--- src/rtl/hazard_scoreboard.sv ---
// ID-stage interlock: per-register countdown scoreboard of results that cannot be forwarded yet,
// producing a stall request for readers, a registered busy mask and a saturating stall counter.
module hazard_scoreboard #(
    parameter int REG_ADDR_WIDTH  = 5,
    parameter int LAT_WIDTH       = 3,
    parameter int STALL_CNT_WIDTH = 16
) (
    input  logic                          clk,
    input  logic                          reset,
    input  logic                          id_valid,
    input  logic [REG_ADDR_WIDTH-1:0]     id_rs1,
    input  logic [REG_ADDR_WIDTH-1:0]     id_rs2,
    input  logic                          id_use_rs1,
    input  logic                          id_use_rs2,
    input  logic                          id_reg_write,
    input  logic [REG_ADDR_WIDTH-1:0]     id_rd,
    input  logic [LAT_WIDTH-1:0]          id_latency,
    input  logic                          flush,
    output logic                          stall,
    output logic [2**REG_ADDR_WIDTH-1:0]  busy_mask,
    output logic [STALL_CNT_WIDTH-1:0]    stall_count
);

    localparam int NUM_REGS = 2**REG_ADDR_WIDTH;

    logic [LAT_WIDTH-1:0]       cnt_q [NUM_REGS];
    logic [LAT_WIDTH-1:0]       cnt_d [NUM_REGS];
    logic [STALL_CNT_WIDTH-1:0] stall_cnt_q;
    logic [STALL_CNT_WIDTH-1:0] stall_cnt_d;
    logic                       rs1_busy;
    logic                       rs2_busy;
    logic                       issue;

    // Handshake: id_valid offers the ID instruction; !stall accepts it. It moves into ID/EX
    // (an issue) only when offered, accepted and not squashed by flush in the same cycle.
    always_comb begin
        rs1_busy = id_use_rs1 && (id_rs1 != '0) && (cnt_q[id_rs1] != '0);
        rs2_busy = id_use_rs2 && (id_rs2 != '0) && (cnt_q[id_rs2] != '0);
        stall    = id_valid && (rs1_busy || rs2_busy);
        issue    = id_valid && !stall && !flush;
    end

    // A new producer replaces whatever was pending on its rd; x0 is never tracked.
    always_comb begin
        for (int r = 0; r < NUM_REGS; r++) begin
            cnt_d[r] = cnt_q[r];
            if (r == 0) begin
                cnt_d[r] = '0;
            end else if (issue && id_reg_write && (id_rd == REG_ADDR_WIDTH'(r))) begin
                cnt_d[r] = id_latency;
            end else if (cnt_q[r] != '0) begin
                cnt_d[r] = cnt_q[r] - LAT_WIDTH'(1);
            end
        end
    end

    always_comb begin
        stall_cnt_d = stall_cnt_q;
        if (stall && !(&stall_cnt_q)) begin
            stall_cnt_d = stall_cnt_q + STALL_CNT_WIDTH'(1);
        end
    end

    always_ff @(posedge clk) begin
        if (reset) begin
            for (int r = 0; r < NUM_REGS; r++) begin
                cnt_q[r] <= '0;
            end
            stall_cnt_q <= '0;
        end else begin
            for (int r = 0; r < NUM_REGS; r++) begin
                cnt_q[r] <= cnt_d[r];
            end
            stall_cnt_q <= stall_cnt_d;
        end
    end

    always_comb begin
        for (int r = 0; r < NUM_REGS; r++) begin
            busy_mask[r] = (cnt_q[r] != '0);
        end
    end

    assign stall_count = stall_cnt_q;

endmodule

--- config.mk ---
export PLATFORM = sky130hd
export DESIGN_NAME = hazard_scoreboard
export DESIGN_NICKNAME = d
export VERILOG_FILES = /design/src/rtl/hazard_scoreboard.sv
export SDC_FILE = /design/constraint.sdc
export NUM_CORES = 1
export LEC_CHECK = 0
export CORE_MARGIN = 2
export CORE_UTILIZATION = 45
export DETAILED_ROUTE_END_ITERATION = 10
export PLACE_DENSITY = 0.68
export SLEW_MARGIN = 20
export SYNTH_ARGS = -nofsm -noshare
export SYNTH_HDL_FRONTEND = slang
export SYNTH_SLANG_ARGS = --single-unit
export TNS_END_PERCENT = 50
--- constraint.sdc ---
create_clock -name clk -period 3.2 [get_ports clk]
set_input_delay 0.64 -clock clk [delete_from_list [all_inputs] [get_ports clk]]
set_output_delay 0.64 -clock clk [all_outputs]
set_load 0.005 [all_outputs]
==> metrics.txt, run 1 <==
Max Slew Vio Count 0; net count after synthesis around 1000; GR Overflow Total 0; Tightest Pin Transition 0.717 ns; Synthesis Warnings 0; Final period util ~99%; H-tree depth 3; Leakage ~0.0042 uW; total number of vias 7021; IO Pins 74; fin area approximately 9500 um2; Critical Path Fanout Max 6; gp weighted congestion ~0.9; Hold WC Path Type reg2reg; post-DP HPWL 14500 um; Pwr Total ~8200 uW; share of cells above drive strength 1 a little under an eighth; crit path max-delay cell type or4_1; Final setup viols 0; ANT cells 0; DR WL/cell approximately 16 um; vias per cell ~5.5; antenna viol nets, final 0; DP Area ~8900 um2; CTS tree done; Critical Path Start Type input port; drt total wl between 20000 and 25000 um; critical path capture point type output pin; Post-Synthesis Cells 951; final hold viol count 0; Rel. slew slack between 50% and 60%; clock-pin slew of the registers on the worst-case setup and hold paths approximately 0.07 ns; Initial Util 46.2%; hold buffers post-CTS 0; status complete, no violations; R2R Setup Slk between 0.2 and 0.25 ns; die area ~18000 um2; Max IR drop VDD slightly below 600 uV; Async S/R FF share, synth 0%; first-pass GRT wire length approximately 33000 um; clk_skew 0.0102 ns; sequential area share after synthesis approximately 28%; CTS max path bufs 2; CTS buffer count 9; #FFs+latches synth 109; worst setup path category in2out; Max Freq ~320 MHz; clk sink count around 110; power per cell area between 800 and 900 nW/um2; Synth cell types 59; maxcap violations 0; drt first pass iters 5; port bufs between 70 and 80; largest net degree at the start of global routing between 60 and 70; CP Cell Sequence buf_4 > buf_6 > nor4bb_1 > or4_1 > a221o_1 > a41o_1 > nand3_4 > o21a_1 > buf_2; width of the die roughly 140 um; Rows between 40 and 50; # DRC 0; Arr. time, crit path between 2 and 3 ns; CTS Root Cell clkbuf_16; net count reported at finish roughly 1100; Post-synth EDFFs 0; Die Y approximately 140 um; fill count 1557; initial antenna violation count 0; total track usage between 20% and 30%; Syn-to-layout area delta 22.9%; ys flop type dfxtp_1; WP data required around 2.6 ns; initial DRC count between 400 and 500; average size of a mapped cell 8.12 um2; post-route minimum period 3.17 ns; mapped cell area approximately 7700 um2; Core Region roughly 17000 um2; CP max stage delay 0.55 ns; clock latency reported for the late side of the worst-skew pair approximately 0.36 ns; vias in the first global route approximately 6600
state kept, by name, indices dropped and copies added (netlist names):
register     count
stall_count     16
cnt_q           93
routing by layer:
| layer | track usage, % | routed length [um] | vias to the layer above |
|---|---|---|---|
| li1 | - | - | 3493 |
| met1 | 29.9 | 8980 | 3293 |
| met2 | 38.7 | 9700 | 207 |
| met3 | 3.79 | 1100 | 28 |
| met4 | 6.13 | 386 | 0 |
| met5 | 0 | 0 | - |
path summary, 6_finish.rpt:
path,from,to,cells after the start
worst max-delay path,id_rs1[1],stall,9
worst min-delay path,stall_count[15],stall_count[15],2
worst max register to register,cnt_q[14][2],stall_count[13],10
worst min register to register,stall_count[15],stall_count[15],2
worst max-delay path, delay by kind of cell:
| family | cells | cell delay [ns] |
|---|---|---|
| AND/OR/NAND/NOR | 3 | 0.78 |
| AO/OA/AOI/OAI | 3 | 0.71 |
| buffers and inverters | 3 | 0.39 |
report_power, final:
| group | switching, uW | leakage [uW] | internal, uW | total (uW) |
|---|---|---|---|---|
| combinational | 2270 | 0.00320 | 2440 | 4720 |
| clock | 534 | 0.000146 | 631 | 1160 |
| sequential | 517 | 0.000899 | 1850 | 2370 |
placed cells by master (no fill, tap or decap), types with 3 or more instances in the layout:
master           instances
nor2_1                 141
dfxtp_1                109
inv_1                  101
mux2i_1                 97
ha_1                    63
clkdlybuf4s50_1         63
buf_4                   58
nand2_1                 44
o21ai_0                 42
nor2b_1                 41
a211oi_1                33
xnor2_1                 31
nand4_1                 30
nor3_1                  27
a21oi_1                 13
nand3_1                 11
nor4_1                  10
clkbuf_16                9
and3_1                   8
buf_6                    8
mux2_2                   7
or3_1                    7
or4_1                    7
mux4_2                   6
nand2b_1                 5
a311oi_1                 4
and4_1                   4
nor3_4                   3
nor4b_1                  3
buf_12                   3
logic make-up (layout without fill, tap and decap cells):
logic type	Yosys count	after routing	synth area share, %
other	1	1	0.0486
buffers and inverters	152	258	8.33
and+or+nand+nor	361	361	23.4
muxes	110	110	15.3
xor gates and xnor gates	32	32	3.63
AOI/OAI and AO/OA	123	123	10.8
adders and majority gates	63	63	10.2
DFF	109	109	28.3
through the flow:
stage	worst slack, ns	hold slack (ns)	setup TNS [ns]	instances	utilization (%)
finish	0.0273	0.505	0	1277	56.8
global route	-0.0190	0.549	-0.0190	1277	56.8
CTS	0.00421	0.507	0	1274	56.3
detailed placement	-0.783	0.494	-40.97	1248	53.3
global placement	-0.771	0.497	-33.25	1248	53.3
floorplan	0.146	0.481	0	951	-
area by class of cell:
class	count	area [um2]	area share (%)
clock buffer	11	243	2.56
sequential	109	2180	23.0
clock inverter	5	60.1	0.633
multi-input combinational	690	5030	53.0
timing repair buffer	140	1320	13.9
tap	220	275	2.90
inverter	102	383	4.03
synthesized netlist by cell type, types with 8 or more instances:
| master | count | area [um2] |
|---|---|---|
| mux2i_1 | 97 | 971 |
| nor2b_1 | 41 | 257 |
| nand3_1 | 11 | 55.1 |
| nor4_1 | 11 | 68.8 |
| nor3_1 | 32 | 160 |
| nor2_1 | 142 | 533 |
| or4_1 | 8 | 60.1 |
| o21ai_0 | 42 | 210 |
| dfxtp_1 | 109 | 2180 |
| inv_1 | 102 | 383 |
| a211oi_1 | 34 | 255 |
| a21oi_1 | 13 | 65.1 |
| clkbuf_1 | 33 | 124 |
| nand4_1 | 30 | 188 |
| and3_1 | 8 | 50.1 |
| nand2_1 | 44 | 165 |
| ha_1 | 63 | 788 |
| xnor2_1 | 31 | 272 |
what timing repair did:
action                                  CTS  global route
endpoints found under the setup margin   39            35
pin swaps                                13            14
resized for setup                        46            15
setup buffers                             9             3
cloned                                    1             0
Power figures use the tool's default switching activity.
==> run 2, diff against run 1 <==
--- a/config.mk
+++ b/config.mk
@@ -6,9 +6,11 @@
 export NUM_CORES = 1
 export LEC_CHECK = 0
 export CORE_MARGIN = 2
-export CORE_UTILIZATION = 45
+export CORE_UTILIZATION = 23
+export CTS_BUF_LIST = sky130_fd_sc_hd__clkbuf_16
+export CTS_CLUSTER_DIAMETER = 60
 export DETAILED_ROUTE_END_ITERATION = 10
-export PLACE_DENSITY = 0.68
+export PLACE_DENSITY = 0.42
 export SLEW_MARGIN = 20
 export SYNTH_ARGS = -nofsm -noshare
 export SYNTH_HDL_FRONTEND = slang
==> metrics.txt, run 2 (synthesized netlist as in run 1, its figures left out) <==
Tightest Pin Transition about 0.86 ns; hold buffers post-CTS 0; initial antenna violation count 1; Worst Hold Depth 2; drt first pass iters 4; critical path capture point type output pin; Max Slew Vio Count 0; hold endpoint stall_count[15]; Setup TNS 0 ns; Pwr Total 8320 uW; CTS max path bufs 2; total number of vias about 7000; Die Y between 150 and 200 um; Crit Reg-Reg Startpoint cnt_q[12][0]; placed insts between 1000 and 1500; Final setup viols 0; DR WL/cell between 15 and 20 um; vias per cell roughly 4.5; post-route minimum period around 3.1 ns; final hold viol count 0; Syn-to-layout area delta 28.8%; H-tree depth 3; Arr. time, crit path ~2.5 ns; crit path max-delay cell type nor3_1; CTS buffer count 9; Rel. slew slack a little over two fifths; drt total wl about 24000 um; CP dominant cell by count buf_6; CTS Root Cell clkbuf_16; Hold WC Path Type reg2reg; clock-pin slew of the registers on the worst-case setup and hold paths 0.07 ns; commonest non-fill, non-tap cell in the layout nor2_1; hold_sp stall_count[15]; clk sink count roughly 110; CP Cell Sequence dlygate4sd2_1 > buf_6 > buf_12 > nor4_1 > a2111oi_1 > nor3_1 > a211o_1 > nand3_4 > o21a_4 > buf_6; FF-to-FF path depth 12; WP data required around 2.6 ns; Critical Path Fanout Max 20; vias in the first global route ~7000; max FFs per register between 90 and 100; initial DRC count between 300 and 400; commonest non-fill, non-tap cells in the layout nor2_1 (141), dfxtp_1 (109), inv_1 (102); power per cell area between 800 and 900 nW/um2; die area 35100 um2; Biggest register cnt_q; IO Pins 74; share of cells above drive strength 1 about an eighth; Final period util between 90% and 100%; clock latency reported for the late side of the worst-skew pair about 0.36 ns; Critical Path Start Type input port; total track usage ~14%; Initial Util between 20% and 30%; worst setup path category in2out; RR Endpoint stall_count[8]; CTS tree done; first-pass GRT wire length 37800 um; maxcap violations 0; CP max stage delay 0.27 ns; Layout Utilization around 30%; Final Non-Filler Cells 1521; GR Overflow Total 0; # DRC 0; gp weighted congestion between 0.7 and 0.8; fill count 3611; Rows between 60 and 70; status complete, no violations; R2R Setup Slk 0.25 ns; post-DP HPWL roughly 17000 um; antenna viol nets, final 0; Multi-input gate area about 5000 um2; Leakage between 0.004 and 0.005 uW; port bufs 72; Max IR drop VDD approximately 310 uV; sequential cell area ~2200 um2; largest net degree at the start of global routing 74; Max Freq between 300 and 400 MHz; Core Region between 30000 and 40000 um2; width of the die roughly 190 um; net count reported at finish 1156; clk_skew between 0.015 and 0.02 ns; RSZ-0062 raised after global routing false
run 2: stage by stage:
| stage | area, um2 | setup WS, ns | hold slack [ns] |
|---|---|---|---|
| 6_report | 9940 | 0.0861 | 0.498 |
| 4_1_cts | 9850 | -0.0932 | 0.505 |
| 3_5_place_dp | 9350 | -0.890 | 0.494 |
| 5_1_grt | 9940 | 0.00208 | 0.526 |
| 2_1_floorplan | 7720 | 0.146 | 0.481 |
| 3_3_place_gp | 9350 | -0.860 | 0.487 |
run 2: timing repair:
action                                  in CTS  in global routing
pin swaps                                   11                 14
hold endpoints to repair                     0                  0
endpoints found under the setup margin     106                 27
buffers inserted                             8                  3
gates resized for setup                     41                 19
cloned                                       1                  1
run 2: power breakdown:
group	internal [uW]	switching [uW]	total [uW]
clock network	535	572	1110
logic	2510	2360	4870
registers	1850	494	2340
run 2: cell type report:
class	count	area share, %
Sequential cell	109	21.9
Clock inverter	6	0.491
Multi-Input combinational cell	690	50.6
Timing Repair Buffer	156	15.2
Antenna cell	1	0.0252
Inverter	102	3.85
Tap cell	448	5.64
Clock buffer	9	2.27
run 2: metal layers:
metal  track usage (%)  vias to the layer above  part of all wire (%)
met5                 0                        -                     0
met4              2.44                        0                  0.62
met3              2.29                        6                   3.7
met2              22.8                      101                    47
met1              18.6                     3246                    49
li1                  -                     3522                     -
run 2: worst max-delay path: cells and delay by family:
kind / cells / cell delay [ns]
AO/OA/AOI/OAI: 3 / 0.57
AND/OR/NAND/NOR: 3 / 0.61
buffers and inverters: 4 / 0.63
run 2: how the worst max path moves through the flow:
stage,startpoint,end,slack [ns],cells after the start
4_1_cts,id_rs1[1],stall,-0.09,12
3_5_place_dp,id_rs1[0],stall,-0.89,9
6_report,id_rs2[0],stall,0.09,10
2_1_floorplan,id_rs1[1],stall,0.15,10
3_3_place_gp,id_rs1[0],stall,-0.86,9
5_1_grt,id_rs1[2],stall,0.002,10
==> run 3, diff against run 2 <==
--- a/config.mk
+++ b/config.mk
@@ -5,6 +5,7 @@
 export SDC_FILE = /design/constraint.sdc
 export NUM_CORES = 1
 export LEC_CHECK = 0
+export ABC_AREA = 1
 export CORE_MARGIN = 2
 export CORE_UTILIZATION = 23
 export CTS_BUF_LIST = sky130_fd_sc_hd__clkbuf_16
==> metrics.txt, run 3 <==
status complete, no violations; net count after synthesis around 1400; Arr. time, crit path roughly 2.4 ns; initial antenna violation count 0; CTS tree done; CTS max path bufs 2; Max Freq roughly 330 MHz; post-route minimum period just over 3 ns; initial DRC count roughly 440; final hold viol count 0; DP Area about 10000 um2; Rel. slew slack around 45%; Rows between 60 and 70; CTS buffer count 9; Tightest Pin Transition ~0.82 ns; Hold WC Path Type reg2reg; Biggest register cnt_q; post-synth top area cell dfxtp_1; Die Y slightly below 200 um; vias per cell approximately 4.5; Critical Path Start Type input port; Final setup viols 0; CP delay by family, top buffers and inverters; sequential area share after synthesis approximately a quarter; drt total wl approximately 29000 um; die area 37900 um2; # DRC 0; gp weighted congestion roughly 0.93; power per cell area approximately 840 nW/um2; post-DP HPWL 22400 um; Max IR drop VDD 271 uV; grt met3 use 2.88%; ANT cells 0; top cell type's share of synthesized area roughly a quarter; largest net degree at the start of global routing 57; DR WL/cell approximately 15 um; Async S/R FF share, synth 0%; Syn-to-layout area delta 24.8%; net count reported at finish ~1600; critical path capture point type output pin; H-tree depth 3; CP max stage delay roughly 0.65 ns; port bufs between 70 and 80; Post-synth EDFFs 0; clock latency reported for the late side of the worst-skew pair approximately 0.36 ns; crit path max-delay cell type clkdlybuf4s50_1; total track usage roughly 16%; met2 usage about a quarter; Initial Util 23.4%; Critical Path Fanout Max 6; clk_skew 0.0116 ns; RSZ-0062 raised after global routing false; maxcap violations 0; Synth top cells by count nand2_1 (304), nor2_1 (270), inv_1 (168); IO Pins 74; first-pass GRT wire length approximately 46000 um; CTS Root Cell clkbuf_16; commonest non-fill, non-tap cells in the layout nand2_1 (300), nor2_1 (267), inv_1 (170); fin area around 10000 um2; mapped cell area 8360 um2; Synth cell types 36; CP Cell Sequence clkdlybuf4s50_1 > inv_1 > a21oi_1 > nand2_1 > nand3_1 > nand2_1 > nand2_1 > nand3_4 > a21oi_4 > buf_2; met1 Resource Use GR 20.9%; count leader, synth nand2_1; drt first pass iters 5; Max Slew Vio Count 0; Core Region about 36000 um2; vias in the first global route approximately 8300; average size of a mapped cell ~6.2 um2; GR Overflow Total 0; CP dominant cell by count nand2_1; Leakage approximately 0.0051 uW; clk sink count between 100 and 150; WP data required about 2.6 ns; Final period util ~95%; commonest non-fill, non-tap cell in the layout nand2_1; antenna viol nets, final 0; ys flop type dfxtp_1; clock-pin slew of the registers on the worst-case setup and hold paths roughly 0.080 ns; max FFs per register 93; Most Crowded Layer GR met2; top post-synthesis cells by area dfxtp_1 (26%), nand2_1 (14%), nor2_1 (12%), ha_1 (9.4%), nand3_1 (7.9%); Buf/Inv on CP 3; Post-Synthesis Cells 1356; Synthesis Warnings 0; total number of vias 8721; Pwr Total between 8000 and 9000 uW; worst setup path category in2out; share of cells above drive strength 1 under 10%; width of the die 195 um; #FFs+latches synth 109
==> run 3: cell count changes in the layout (fill, tap and decap cells not counted), moves of 39 or more <==
cell     change
xor2_1      +39
nand3_1    +120
a21oi_1     +43
mux2i_1     -97
nor2_1     +126
nand2_1    +256
nor2b_1     -41
inv_1       +68
==> run 3: per-layer routing <==
| layer | share of wire [%] | wire [um] |
|---|---|---|
| met5 | 0 | 0 |
| met4 | 1.4 | 414 |
| met3 | 4.7 | 1380 |
| met2 | 45 | 13200 |
| met1 | 49 | 14200 |
==> run 3: cell families (layout without fill, tap and decap cells) <==
group           after synthesis  after routing  share of synthesized area, %
flops                       109            109                          26.1
buf+inv                     219            348                          10.8
simple gates                770            770                          39.0
compound gates              140            140                          8.88
other cells                   1              1                        0.0449
xor+xnor                     54             54                          5.66
fa+ha+maj                    63             63                          9.43
==> run 3: worst reg2reg max path, cell delays in order, from the launching register on <==
cell	delay, ns
dfxtp_1	0.34
nor2_1	0.28
nand2_1	0.14
nor2_1	0.11
nor2_1	0.05
nand2_1	0.05
nand3_1	0.08
nand2_1	0.07
nand2_1	0.08
nand3_4	0.11
buf_6	0.22
nand2_1	0.09
nor2_2	0.15
buf_12	0.18
nand2_1	0.15
o21ai_0	0.18
a21oi_1	0.05
==> run 3: final cells by class <==
type / count / area, um2
fillers: 4030 / 25200
multi-input cells: 1028 / 5310
flip-flops and latches: 109 / 2180
repair buffers: 158 / 1440
inverters: 174 / 661
well taps: 461 / 577
clock buffers: 9 / 225
clock inverters: 7 / 33.8
==> run 3: report_power, final <==
part / switching [uW] / leakage, uW / internal [uW]
Sequential: 373 / 0.000900 / 1870
Combinational: 3050 / 0.00406 / 2380
Clock: 555 / 0.000137 / 520
==> run 3: metrics by stage <==
step	hold slack, ns	util [%]	setup TNS (ns)	cells	setup WS (ns)
after floorplan	0.463	-	0	1356	0.591
after global routing	0.499	29.2	0	1946	0.0492
after detailed placement	0.473	28.3	-23.18	1928	-0.406
after global placement	0.470	28.3	-23.45	1928	-0.409
after CTS	0.485	29.0	0	1944	0.0503
final	0.482	29.2	0	1946	0.164
==> run 3: final timing paths <==
path              depth (start not counted)     endpoint   startpoint  slack (ns)
setup / recovery                         10        stall    id_rs2[2]        0.16
hold / removal                            2  cnt_q[8][1]  cnt_q[8][1]        0.48
setup reg to reg                         16  cnt_q[3][2]  cnt_q[8][2]        0.74
hold reg to reg                           2  cnt_q[8][1]  cnt_q[8][1]        0.48
==> run 3: timing repair <==
action | in CTS | in global routing
resized for setup | 12 | 17
buffers inserted | 0 | 2
hold buffers | 0 | 0
endpoints found under the setup margin | 1 | 52
pin swaps | 1 | 12
